## config.mk

```make
export PLATFORM = sky130hd
export DESIGN_NAME = seq_pattern_tx
export DESIGN_NICKNAME = d
export VERILOG_FILES = /design/src/rtl/seq_tx_pkg.sv /design/src/rtl/seq101_tracker.sv /design/src/rtl/seq_pattern_tx.sv
export SDC_FILE = /design/constraint.sdc
export NUM_CORES = 1
export LEC_CHECK = 0
export ABC_AREA = 0
export ABC_CLOCK_PERIOD_IN_PS = 3600
export CORE_UTILIZATION = 55
export DETAILED_ROUTE_END_ITERATION = 16
export PLACE_DENSITY = 0.83
export SYNTH_ARGS = -nofsm -noshare
export SYNTH_HDL_FRONTEND = slang
export SYNTH_SLANG_ARGS = --single-unit
```

## constraint.sdc

```tcl
create_clock -name clk -period 3.6 [get_ports clk]
set_clock_uncertainty 0.15 [all_clocks]
set_input_delay 0.54 -clock clk [delete_from_list [all_inputs] [get_ports clk]]
set_output_delay 0.54 -clock clk [all_outputs]
set_load 0.03 [all_outputs]
```

## src/rtl/seq_tx_pkg.sv

```systemverilog
// Shared encodings for the serial pattern transmitter and its "101" mirror tracker.
package seq_tx_pkg;

    typedef enum logic [1:0] {
        IDLE  = 2'b00,
        SHIFT = 2'b01,
        GAP   = 2'b10
    } tx_state_t;

    typedef enum logic [1:0] {
        S0 = 2'b00,
        S1 = 2'b01,
        S2 = 2'b10
    } trk_state_t;

    localparam logic [7:0] HIT_CNT_MAX = 8'd255;

endpackage

```

## src/rtl/seq101_tracker.sv

```systemverilog
// Overlapping "101" detector: Mealy hit pulse plus a saturating hit counter.
// Advances on every clock edge, so idle zeros in the stream break partial matches.
module seq101_tracker
    import seq_tx_pkg::*;
(
    input  logic       clk,
    input  logic       rst,
    input  logic       bit_in,
    output logic       hit_pulse,
    output logic [7:0] hit_count
);

    trk_state_t state, state_nxt;

    always_ff @(posedge clk or posedge rst) begin
        if (rst) state <= S0;
        else     state <= state_nxt;
    end

    // S1 means "last bit was 1" and S2 means "last two bits were 10".
    always_comb begin
        state_nxt = state;
        hit_pulse = 1'b0;
        case (state)
            S0: state_nxt = bit_in ? S1 : S0;
            S1: state_nxt = bit_in ? S1 : S2;
            S2: begin
                state_nxt = bit_in ? S1 : S0;
                hit_pulse = bit_in;
            end
            default: state_nxt = S0;
        endcase
    end

    always_ff @(posedge clk or posedge rst) begin
        if (rst)
            hit_count <= 8'd0;
        else if (hit_pulse && (hit_count != HIT_CNT_MAX))
            hit_count <= hit_count + 8'd1;
    end

endmodule

```

## src/rtl/seq_pattern_tx.sv

```systemverilog
// Serial pattern transmitter: valid/ready word input, MSB-first bit stream out,
// with an internal "101" tracker giving the cycle-exact expected detector output.
module seq_pattern_tx
    import seq_tx_pkg::*;
#(
    parameter int WIDTH      = 8,
    parameter int GAP_CYCLES = 1
) (
    input  logic             clk,
    input  logic             rst,
    input  logic             in_valid,
    output logic             in_ready,
    input  logic [WIDTH-1:0] in_data,
    output logic             ser_out,
    output logic             ser_valid,
    output logic             busy,
    output logic             done,
    output logic             hit_pulse,
    output logic [7:0]       hit_count
);

    // Handshake: a word transfers on a rising edge where in_valid && in_ready;
    // in_ready is a function of state and counters only, and in_data must be
    // held stable by the source for as long as in_valid is high.

    localparam int CNT_W = $clog2(WIDTH);
    localparam logic [CNT_W-1:0] LAST_BIT = CNT_W'(WIDTH - 1);
    localparam logic [3:0] LAST_GAP = (GAP_CYCLES > 0) ? 4'(GAP_CYCLES - 1) : 4'd0;
    localparam bit BACK_TO_BACK = (GAP_CYCLES == 0);

    tx_state_t        state, state_nxt;
    logic [WIDTH-1:0] shreg, shreg_nxt;
    logic [CNT_W-1:0] bit_cnt, bit_cnt_nxt;
    logic [3:0]       gap_cnt, gap_cnt_nxt;
    logic             last_bit;
    logic             take;

    assign last_bit  = (state == SHIFT) && (bit_cnt == LAST_BIT);
    assign in_ready  = (state == IDLE) || (BACK_TO_BACK && last_bit);
    assign take      = in_valid && in_ready;

    assign ser_valid = (state == SHIFT);
    assign ser_out   = ser_valid && shreg[WIDTH-1];
    assign busy      = (state != IDLE);
    assign done      = last_bit;

    always_ff @(posedge clk or posedge rst) begin
        if (rst) begin
            state   <= IDLE;
            shreg   <= '0;
            bit_cnt <= '0;
            gap_cnt <= '0;
        end else begin
            state   <= state_nxt;
            shreg   <= shreg_nxt;
            bit_cnt <= bit_cnt_nxt;
            gap_cnt <= gap_cnt_nxt;
        end
    end

    always_comb begin
        state_nxt   = state;
        shreg_nxt   = shreg;
        bit_cnt_nxt = bit_cnt;
        gap_cnt_nxt = gap_cnt;
        case (state)
            IDLE: begin
                if (take) begin
                    shreg_nxt   = in_data;
                    bit_cnt_nxt = '0;
                    state_nxt   = SHIFT;
                end
            end
            SHIFT: begin
                shreg_nxt   = shreg << 1;
                bit_cnt_nxt = bit_cnt + 1'b1;
                if (last_bit) begin
                    bit_cnt_nxt = '0;
                    // A reload here only happens with no gap, giving a bubble-free stream.
                    if (take) begin
                        shreg_nxt = in_data;
                        state_nxt = SHIFT;
                    end else if (!BACK_TO_BACK) begin
                        gap_cnt_nxt = '0;
                        state_nxt   = GAP;
                    end else begin
                        state_nxt = IDLE;
                    end
                end
            end
            GAP: begin
                gap_cnt_nxt = gap_cnt + 4'd1;
                if (gap_cnt == LAST_GAP) begin
                    gap_cnt_nxt = '0;
                    state_nxt   = IDLE;
                end
            end
            default: state_nxt = IDLE;
        endcase
    end

    seq101_tracker u_tracker (
        .clk       (clk),
        .rst       (rst),
        .bit_in    (ser_out),
        .hit_pulse (hit_pulse),
        .hit_count (hit_count)
    );

endmodule

```

==> impl_metrics.json <==
{
  "peakVddDrop_v": 0.000483,
  "post_drt_wl_per_cell_um": 14.2,
  "syn_nets": 147,
  "critPathKind": "reg2out",
  "io_buffers": 24,
  "crit_path_end_kind": "primary output",
  "reg2reg_from": "state[0]$_DFFE_PP0P_",
  "slowest_delay_ns": 0.73,
  "num_io_pins": 25,
  "synth-seq-cells": 27,
  "p_leak_uw": 0.000731,
  "drv_cap": 0,
  "cts_tree": "done",
  "stdcell_area_um2": 1640,
  "hpwl_mm": 1.96,
  "drive_gt1_frac": 0.103,
  "ys_top_cells_by_count": "dfrtp_1 (27), nand2_1 (20), o21ai_0 (11)",
  "area_delta_synth_final_pct": 21.0,
  "rr_worst_depth": 4,
  "whs_endpoint": "u_tracker.state[0]$_DFF_PP0_",
  "post_cts_buffers": 0,
  "synth_cell_types": 37,
  "grt_max_degree": 28,
  "finalWeightedCongestion": 0.824,
  "synth_seq_area_share": 0.500,
  "place_ws_ns": 1.07,
  "synth.top_cell.area_share": 0.500,
  "antenna_found_initial": 0,
  "ant_nets": 0,
  "r2r_setup_slack_ns": 1.81,
  "start_kind": "flip-flop",
  "fp.dieW_um": 51.6,
  "worstHoldPathCells": 1,
  "postCtsHoldBufs": 0,
  "r2r_end": "u_tracker.hit_count[6]$_DFFE_PP0P_",
  "required_ns": 2.91,
  "grt_overflow": 0,
  "ys_warn_count": 0,
  "clock_latency_ns": 0.33,
  "fin_ws_ns": 0.684,
  "clkSinkCount": 27,
  "status": "complete, no violations",
  "insertedDiodeCount": 0,
  "drt_wl_total_mm": 2.61,
  "synth_area_leader_cell": "dfrtp_1",
  "grt_pass1_wl_mm": 4.20,
  "cts_made_buffers": 3,
  "path_cells": "and2b_1 -> nand2_1 -> inv_1 -> clkdlybuf4s50_1",
  "htreeDepth": 1,
  "netlist_area_um2": 1350,
  "dr.pass1.iters": 4,
  "final-max-slew-violation-count": 0,
  "grt_pass1_vias": 1025,
  "slowest_stage": "dfrtp_1",
  "fin_tns_setup_ns": 0,
  "fmax_ghz": 0.343,
  "path_clk_slew_ns": 0.15,
  "synth_cells": 131,
  "fp.dieH_um": 51.6,
  "place_inst": 180,
  "start_util": 0.600,
  "tightest_slew_ns": 1.01,
  "synthTopCellsByArea": "dfrtp_1 (50%), nand2_1 (5.6%), ha_1 (4.6%)",
  "period_needed_ns": 2.92,
  "place_area_um2": 1610,
  "worstPathMaxFanout": 18,
  "hold_class": "reg2reg",
  "avgViaCountPerCell": 5.81,
  "rsz0062_at_grt": "false",
  "timing.final.hold_violations": 0,
  "setup_viol": 0,
  "drc": 0,
  "nNetsFinal": 173,
  "arrival_ns": 2.23,
  "core_area_um2": 2250,
  "clock_path_buffers": 2,
  "total_power_uw": 1000,
  "ctsResizeCount": 0,
  "p_per_area_nw_per_um2": 613,
  "drt_iter0_drc": 24,
  "cts_root_buffer": "clkbuf_4",
  "timing.final.crit_share": 0.810,
  "synth_edf_count": 0,
  "synthFlopType": "dfrtp_1",
  "synth_area_per_cell_um2": 10.3,
  "yosysMostFrequentCell": "dfrtp_1",
  "maxSlewHeadroom": 0.326,
  "worstHoldStart": "u_tracker.state[0]$_DFF_PP0_",
  "dieArea_um2": 2660,
  "fp-row-count": 17,
  "postSynth.asyncResetShare": 1.00,
  "vias": 1069,
  "layout.cells.non_filler": 184,
  "track_usage": 0.217
}
-- power by group --
part | switching (uW) | internal (uW) | total [uW] | leakage, uW
clock network | 91.0 | 41.8 | 133 | 0.0000177
registers | 87.8 | 387 | 474 | 0.000357
logic | 217 | 179 | 397 | 0.000356
-- kinds of logic (layout without fill, tap and decap cells) --
logic type                 Yosys count  after routing  share of synthesized area
xor gates and xnor gates             3              3                     0.0194
adders and majority gates            5              5                     0.0463
DFF                                 27             27                      0.500
buffers and inverters               11             36                     0.0361
and+or+nand+nor                     49             49                      0.205
muxes                                3              3                     0.0333
AOI/OAI and AO/OA                   33             33                      0.160
-- critical path, delay by kind of cell (launching register included) --
kind | cells | cell delay (ns)
and+or+nand+nor | 2 | 0.43
DFF | 1 | 0.73
buffers and inverters | 2 | 0.73
-- layer usage --
layer	part of all wire	vias to the layer above	global-route usage
li1	-	510	-
met3	0.051	7	0.0556
met2	0.52	40	0.411
met4	0.018	0	0.0766
met1	0.41	512	0.228
met5	0	-	0
-- flip-flops by register name (all words and copies together), names as in the netlist --
name,count
gap_cnt,4
u_tracker.state,2
bit_cnt,3
shreg,8
state,2
u_tracker.hit_count,8
-- per-stage QoR --
step           hold WS (ns)  utilization
5_1_grt               0.341        0.726
3_3_place_gp          0.296        0.714
4_1_cts               0.316        0.726
6_report              0.321        0.726
3_5_place_dp          0.297        0.714
2_1_floorplan         0.278            -
-- how the worst max path moves through the flow --
stage	slack, ns	endpoint	startpoint
after floorplan	1.49	busy	state[0]$_DFFE_PP0P_
after global placement	1.12	done	state[0]$_DFFE_PP0P_
after detailed placement	1.07	done	state[0]$_DFFE_PP0P_
after CTS	0.69	done	state[0]$_DFFE_PP0P_
after global routing	0.52	done	state[0]$_DFFE_PP0P_
final	0.68	done	state[0]$_DFFE_PP0P_
-- layout make-up --
| type | instances | area (um2) |
|---|---|---|
| clock buffers | 3 | 22.5 |
| clock inverters | 1 | 5.00 |
| fillers | 173 | 618 |
| inverters | 8 | 30.0 |
| multi-input cells | 93 | 628 |
| flip-flops and latches | 27 | 676 |
| well taps | 28 | 35.0 |
| repair buffers | 24 | 240 |
-- cells in the final DEF (no fill, tap or decap), types with 2 or more instances in the layout --
cell type        count
inv_1                8
clkbuf_4             3
mux2_4               3
a31oi_1              2
a21oi_1              5
nand2b_1             4
nand2_1             20
o21ai_0             11
clkdlybuf4s50_1     24
ha_1                 5
nor2_1               5
nand3_1              6
a22oi_1              7
xnor2_1              3
dfrtp_1             27
Power figures use the tool's default switching activity.
